**src/rtl/requant_pkg.sv**
```systemverilog
// Shared constants and activation-mode encoding for the int32 -> int8 requantizer.
package requant_pkg;

  localparam int ACC_W_DFLT   = 32;
  localparam int MULT_W_DFLT  = 16;
  localparam int SHIFT_W_DFLT = 6;
  localparam int CNT_W_DFLT   = 16;

  localparam int INT8_MIN = -128;
  localparam int INT8_MAX = 127;

  typedef enum logic [1:0] {
    ACT_NONE  = 2'd0,
    ACT_RELU  = 2'd1,
    ACT_RELU6 = 2'd2
  } act_mode_e;

  // Encoding 3 is reserved and behaves as no activation.
  function automatic act_mode_e decode_act(input logic [1:0] m);
    case (m)
      2'd1:    return ACT_RELU;
      2'd2:    return ACT_RELU6;
      default: return ACT_NONE;
    endcase
  endfunction

endpackage

```
**src/rtl/sat_to_int8.sv**
```systemverilog
// Combinational clamp of a signed wide value to int8, with a flag set when clamping occurred.
module sat_to_int8
  import requant_pkg::*;
#(
  parameter int IN_W = 50
) (
  input  logic signed [IN_W-1:0] din,
  output logic signed [7:0]      dout,
  output logic                   sat
);

  localparam logic signed [IN_W-1:0] HI = IN_W'(INT8_MAX);
  localparam logic signed [IN_W-1:0] LO = IN_W'(INT8_MIN);

  always_comb begin
    dout = din[7:0];
    sat  = 1'b0;
    if (din > HI) begin
      dout = 8'h7f;
      sat  = 1'b1;
    end else if (din < LO) begin
      dout = 8'h80;
      sat  = 1'b1;
    end
  end

endmodule

```
**src/rtl/requant_int32_to_int8.sv**
```systemverilog
// Three-stage streaming requantizer: y = sat_int8(round_shift(acc*mult, shift) + zp), global stall.
// Optional fused ReLU/ReLU6 on the saturated result when REQUANT_FUSED_ACT_EN is defined.
module requant_int32_to_int8
  import requant_pkg::*;
#(
  parameter int ACC_W   = ACC_W_DFLT,
  parameter int MULT_W  = MULT_W_DFLT,
  parameter int SHIFT_W = SHIFT_W_DFLT,
  parameter int CNT_W   = CNT_W_DFLT
) (
  input  logic                      clk,
  input  logic                      rst_n,
  input  logic                      in_valid,
  output logic                      in_ready,
  input  logic signed [ACC_W-1:0]   in_acc,
  input  logic signed [MULT_W-1:0]  in_mult,
  input  logic        [SHIFT_W-1:0] in_shift,
  input  logic signed [7:0]         in_zp,
  output logic                      out_valid,
  input  logic                      out_ready,
  output logic signed [7:0]         out_y,
  output logic        [CNT_W-1:0]   sat_cnt,
  input  logic                      sat_clr
`ifdef REQUANT_FUSED_ACT_EN
  ,
  input  logic        [1:0]         act_mode
`endif
);

  localparam int PROD_W = ACC_W + MULT_W;
  localparam int T_W    = PROD_W + 2;
  localparam logic [SHIFT_W-1:0] SH_MAX = SHIFT_W'(PROD_W - 1);

  logic                      adv;
  logic                      s1_v, s2_v, out_sat;
  logic signed [PROD_W-1:0]  s1_prod;
  logic        [SHIFT_W-1:0] s1_shift;
  logic signed [7:0]         s1_zp, s2_zp;
  logic signed [PROD_W:0]    s2_r;

  logic        [SHIFT_W-1:0] sh_c;
  logic signed [PROD_W:0]    prod_x, rnd, biased, r_c;
  logic signed [T_W-1:0]     t_c;
  logic signed [7:0]         y_sat, y_c;
  logic                      sat_c;

`ifdef REQUANT_FUSED_ACT_EN
  act_mode_e s1_act, s2_act;
`endif

  assign adv      = !out_valid || out_ready;
  assign in_ready = adv;

  // One guard bit keeps prod + 2^(s-1) from overflowing; s=0 adds nothing.
  always_comb begin
    sh_c   = (s1_shift > SH_MAX) ? SH_MAX : s1_shift;
    prod_x = {s1_prod[PROD_W-1], s1_prod};
    rnd    = '0;
    if (sh_c != '0)
      rnd = {{PROD_W{1'b0}}, 1'b1} << (sh_c - SHIFT_W'(1));
    biased = prod_x + rnd;
    r_c    = biased >>> sh_c;
  end

  assign t_c = {s2_r[PROD_W], s2_r} + {{(T_W-8){s2_zp[7]}}, s2_zp};

  sat_to_int8 #(.IN_W(T_W)) u_sat (
    .din  (t_c),
    .dout (y_sat),
    .sat  (sat_c)
  );

`ifdef REQUANT_FUSED_ACT_EN
  always_comb begin
    y_c = y_sat;
    if (s2_act != ACT_NONE && y_sat[7])
      y_c = '0;
    if (s2_act == ACT_RELU6 && y_sat > 8'sd6)
      y_c = 8'sd6;
  end
`else
  assign y_c = y_sat;
`endif

  always_ff @(posedge clk) begin
    if (!rst_n) begin
      s1_v      <= 1'b0;
      s2_v      <= 1'b0;
      out_valid <= 1'b0;
      out_y     <= '0;
      out_sat   <= 1'b0;
      s1_prod   <= '0;
      s1_shift  <= '0;
      s1_zp     <= '0;
      s2_zp     <= '0;
      s2_r      <= '0;
`ifdef REQUANT_FUSED_ACT_EN
      s1_act    <= ACT_NONE;
      s2_act    <= ACT_NONE;
`endif
    end else if (adv) begin
      s1_v      <= in_valid;
      s1_prod   <= PROD_W'(in_acc) * PROD_W'(in_mult);
      s1_shift  <= in_shift;
      s1_zp     <= in_zp;
      s2_v      <= s1_v;
      s2_r      <= r_c;
      s2_zp     <= s1_zp;
      out_valid <= s2_v;
      out_y     <= y_c;
      out_sat   <= sat_c;
`ifdef REQUANT_FUSED_ACT_EN
      s1_act    <= decode_act(act_mode);
      s2_act    <= s1_act;
`endif
    end
  end

  always_ff @(posedge clk) begin
    if (!rst_n || sat_clr)
      sat_cnt <= '0;
    else if (out_valid && out_ready && out_sat && sat_cnt != '1)
      sat_cnt <= sat_cnt + CNT_W'(1);
  end

endmodule

```
**config.mk**
```make
export PLATFORM = sky130hd
export DESIGN_NAME = requant_int32_to_int8
export DESIGN_NICKNAME = d
export VERILOG_FILES = /design/src/rtl/requant_pkg.sv /design/src/rtl/sat_to_int8.sv /design/src/rtl/requant_int32_to_int8.sv
export SDC_FILE = /design/constraint.sdc
export NUM_CORES = 2
export LEC_CHECK = 0
export CAP_MARGIN = 10
export CORE_UTILIZATION = 50
export CTS_CLUSTER_SIZE = 30
export DETAILED_ROUTE_END_ITERATION = 8
export MAX_ROUTING_LAYER = met4
export PLACE_DENSITY = 0.67
export SYNTH_ARGS = -nofsm -noshare
export SYNTH_HDL_FRONTEND = slang
export SYNTH_SLANG_ARGS = --single-unit
```
**constraint.sdc**
```tcl
create_clock -name clk -period 9.6 [get_ports clk]
set_input_delay 0.96 -clock clk [delete_from_list [all_inputs] [get_ports clk]]
set_output_delay 0.96 -clock clk [all_outputs]
set_load 0.005 [all_outputs]
```
==> flow_summary_export.csv <==
group,metric,value,unit
status,run_status,"finished clean",
min_path,whs_path_depth,2,
synthesis,ys_seq_area_frac,0.0904,
min_path,worstHoldEndpoint,"s1_zp[5]$_SDFFE_PN0P_",
worst_setup_path,end_kind,"flop",
worst_setup_path,start_to_end_type_of_the_worst_setup_path,"in2reg",
cts,clock_sinks,147,
layout,seqCellArea,2940,um2
layout,layout-drive-gt1-share,0.0384,
timing,final-setup-viol-count,0,
synthesis,most_repeated_cell_in_the_gate_level_netlist_after_synthesis,"sky130_fd_sc_hd__inv_1",
timing,finalHoldViolations,0,
synthesis,synth-main-ff-cell,"sky130_fd_sc_hd__dfxtp_1",
synthesis,ys_seq_elements,147,
cts,cts_max_level,4,
timing,setup-tns-final,0,ps
worst_setup_path,cp_startpoint_kind,"primary input",
detailed_routing,avgRoutedWirePerCell,18.3,um
global_route,initial_antenna_violation_count,0,
detailed_routing,vias,28200,
synthesis,yosys_warnings,0,
global_route,first_global_vias,27900,
synthesis,yosysTopAreaCell,"sky130_fd_sc_hd__fa_1",
synthesis,netlist.area_leader.share,0.300,
global_route,overflow_after_grt,0,
timing,final.min_clock_period,8250,ps
synthesis,number_of_synthesized_flops_with_an_enable_pin,0,
cts,cts_root_buf,"sky130_fd_sc_hd__clkbuf_16",
global_route,globalRouteTotalUtil,0.289,
synthesis,asyncSetResetFlopFracSynth,0,
detailed_routing,antenna_left,0,
timing,finalCritPeriodShare,0.860,
cts,max-clock-path-buffers,2,
layout,flow.area_growth_from_synthesis,6.32,%
place,place.gp.congestion,0.970,
timing,max_freq,121,MHz
layout,num-nets-final,4842,
timing,worst_pin_slew,1100,ps
min_path,class_of_the_most_critical_hold_timing_path,"reg2reg",
cts,resized_cells_post_cts,0,
synthesis,postSynthNetCount,4906,
die,design.portCount,93,
layout,final_cell_area,34600,um2
cts,insertion_delay,480,ps
synthesis,synth.avg_cell_area,7.87,um2
timing,clock_skew,17.7,ps
die,core,64300,um2
detailed_routing,drtPass1Iterations,6,
job,drv_cap,0,
timing,holdWs,453,ps
worst_setup_path,worstPathMaxFanout,24,
die,initial_core_util,0.506,
timing,slew_headroom,0.250,
place,io_buffer_count,92,
cts,cts_clk_pin_slew_worst_paths,70,ps
global_route,grt_pass1_wl,150000,um
synthesis,synth_top_cells_by_count,"sky130_fd_sc_hd__inv_1 (611), sky130_fd_sc_hd__nand2_1 (594), sky130_fd_sc_hd__fa_1 (488)",
die,die_x,257,um
synthesis,mappedNetlistArea,32600,um2
layout,multiInputGateArea,26500,um2
timing,maxSlewViolCount,0,
cts,cts_hold_buffers,0,
cts,cts_made_buffers,17,
worst_setup_path,reg2reg_slack,2590,ps
synthesis,synth.distinct_cells,101,
min_path,hold_path_startpoint,"s1_zp[5]$_SDFFE_PN0P_",
die,die_y,257,um
synthesis,yosys-top-cells-area,"sky130_fd_sc_hd__fa_1 (30%), sky130_fd_sc_hd__dfxtp_1 (9.0%), sky130_fd_sc_hd__ha_1 (8.1%), sky130_fd_sc_hd__inv_1 (7.0%), sky130_fd_sc_hd__nand2_1 (6.8%)",
detailed_routing,vias_per_cell,5.70,
layout,num-fill-cells,6232,
global_route,grt_start_max_net_pins,79,
worst_setup_path,crit-reg2reg-launch,"s1_shift[5]$_SDFFE_PN0P_",
detailed_routing,route.final.wire_length,90500,um
detailed_routing,drc,0,
die,core.rowCount,93,
timing,setup_repair_after_global_routing_missed_its_margin,"false",
synthesis,netlist_instances,4139,
worst_setup_path,required,9960,ps
place,post-dp-hpwl,74200,um
cts,tritoncts,"yes",
worst_setup_path,reg2regPathDepth,19,
worst_setup_path,reg2reg_to,"s2_r[7]$_SDFFE_PN0P_",
worst_setup_path,timing.critical_path.arrival,8610,ps
layout,num_antenna_cells,0,
detailed_routing,drt_iter0_markers,2152,
die,floorplan.die_area,66200,um2
cts,cts_setup_buffers,0,
place,placement.cell_area,34000,um2
-- worst max path at each step --
stage	from	endpoint	slack, ps	depth (start not counted)
after global routing	in_mult[2]	s1_prod[46]$_SDFFE_PN0P_	860	25
after floorplan	in_mult[15]	s1_prod[46]$_SDFFE_PN0P_	2460	25
after global placement	in_mult[2]	s1_prod[46]$_SDFFE_PN0P_	1020	25
after detailed placement	in_mult[2]	s1_prod[46]$_SDFFE_PN0P_	860	25
after CTS	in_mult[2]	s1_prod[46]$_SDFFE_PN0P_	1370	25
final	in_mult[2]	s1_prod[46]$_SDFFE_PN0P_	1350	25
-- state kept, by name (all words and copies together), names as in the netlist --
register	flops
s1_v	1
sat_cnt	16
s2_zp	8
s1_prod	48
out_valid	1
s2_v	1
s2_r	49
s1_zp	8
s1_shift	6
out_y	8
out_sat	1
-- per-stage QoR --
step	utilization	worst slack, ps	std cells
after global routing	0.538	864	4943
after global placement	0.529	1020	4911
after CTS	0.538	1370	4943
after detailed placement	0.529	858	4911
after floorplan	-	2460	4139
final	0.538	1350	4943
-- kinds of logic after synthesis --
group | synth area share
AO/OA/AOI/OAI | 0.169
adder cells (fa/ha/maj) | 0.381
flip-flops | 0.0904
XOR/XNOR | 0.0401
multiplexers | 0.0227
AND/OR/NAND/NOR | 0.197
other | 0.000115
buffers and inverters | 0.0987
-- cells in the final DEF, fill, tap and decap left out, drive strengths merged, types with 22 or more instances in the layout --
cell,n
a211oi,40
a21o,73
a21oi,288
a31oi,25
and2,227
and3,24
buf,46
clkdlybuf4s50,91
dfxtp,147
fa,488
ha,212
inv,623
mux2i,49
nand2,594
nand2b,22
nand3,54
nand4,46
nor2,252
nor3,60
o211ai,30
o21ai,189
o21bai,33
xnor2,87
xor2,62
-- area by class of cell --
class                      count  area share
clock inverter                14     0.00455
clock buffer                  18      0.0124
sequential                   147      0.0850
inverter                     615      0.0667
multi-input combinational   3157       0.764
tap                          855      0.0309
timing repair buffer         137      0.0362
-- metal layers --
metal,vias up,share of wire,global-route usage
met5,-,0,-
met4,0,0.032,0.0967
met3,159,0.062,0.0352
met2,912,0.45,0.448
met1,13700,0.45,0.390
li1,13400,-,-
-- worst max-delay path: stages --
cell and delay, ps:
sky130_fd_sc_hd__clkdlybuf4s50_1 1190, sky130_fd_sc_hd__nand2_1 170, sky130_fd_sc_hd__fa_1 540, sky130_fd_sc_hd__fa_1 510
sky130_fd_sc_hd__fa_1 520, sky130_fd_sc_hd__inv_1 60, sky130_fd_sc_hd__fa_1 500, sky130_fd_sc_hd__fa_1 500
sky130_fd_sc_hd__inv_1 50, sky130_fd_sc_hd__fa_1 470, sky130_fd_sc_hd__inv_1 40, sky130_fd_sc_hd__ha_1 350
sky130_fd_sc_hd__and3_1 250, sky130_fd_sc_hd__nand3_1 100, sky130_fd_sc_hd__a211oi_1 480, sky130_fd_sc_hd__o21ai_0 150
sky130_fd_sc_hd__nand3_1 180, sky130_fd_sc_hd__o21ai_0 160, sky130_fd_sc_hd__o21ai_0 260, sky130_fd_sc_hd__and2_1 190
sky130_fd_sc_hd__o311a_1 190, sky130_fd_sc_hd__o22ai_1 130, sky130_fd_sc_hd__o311ai_0 410, sky130_fd_sc_hd__xnor2_1 160
sky130_fd_sc_hd__o21ai_0 80
Power is not shown: default switching activity piles up to over one toggle a cycle in this logic, so the estimate is an artifact.
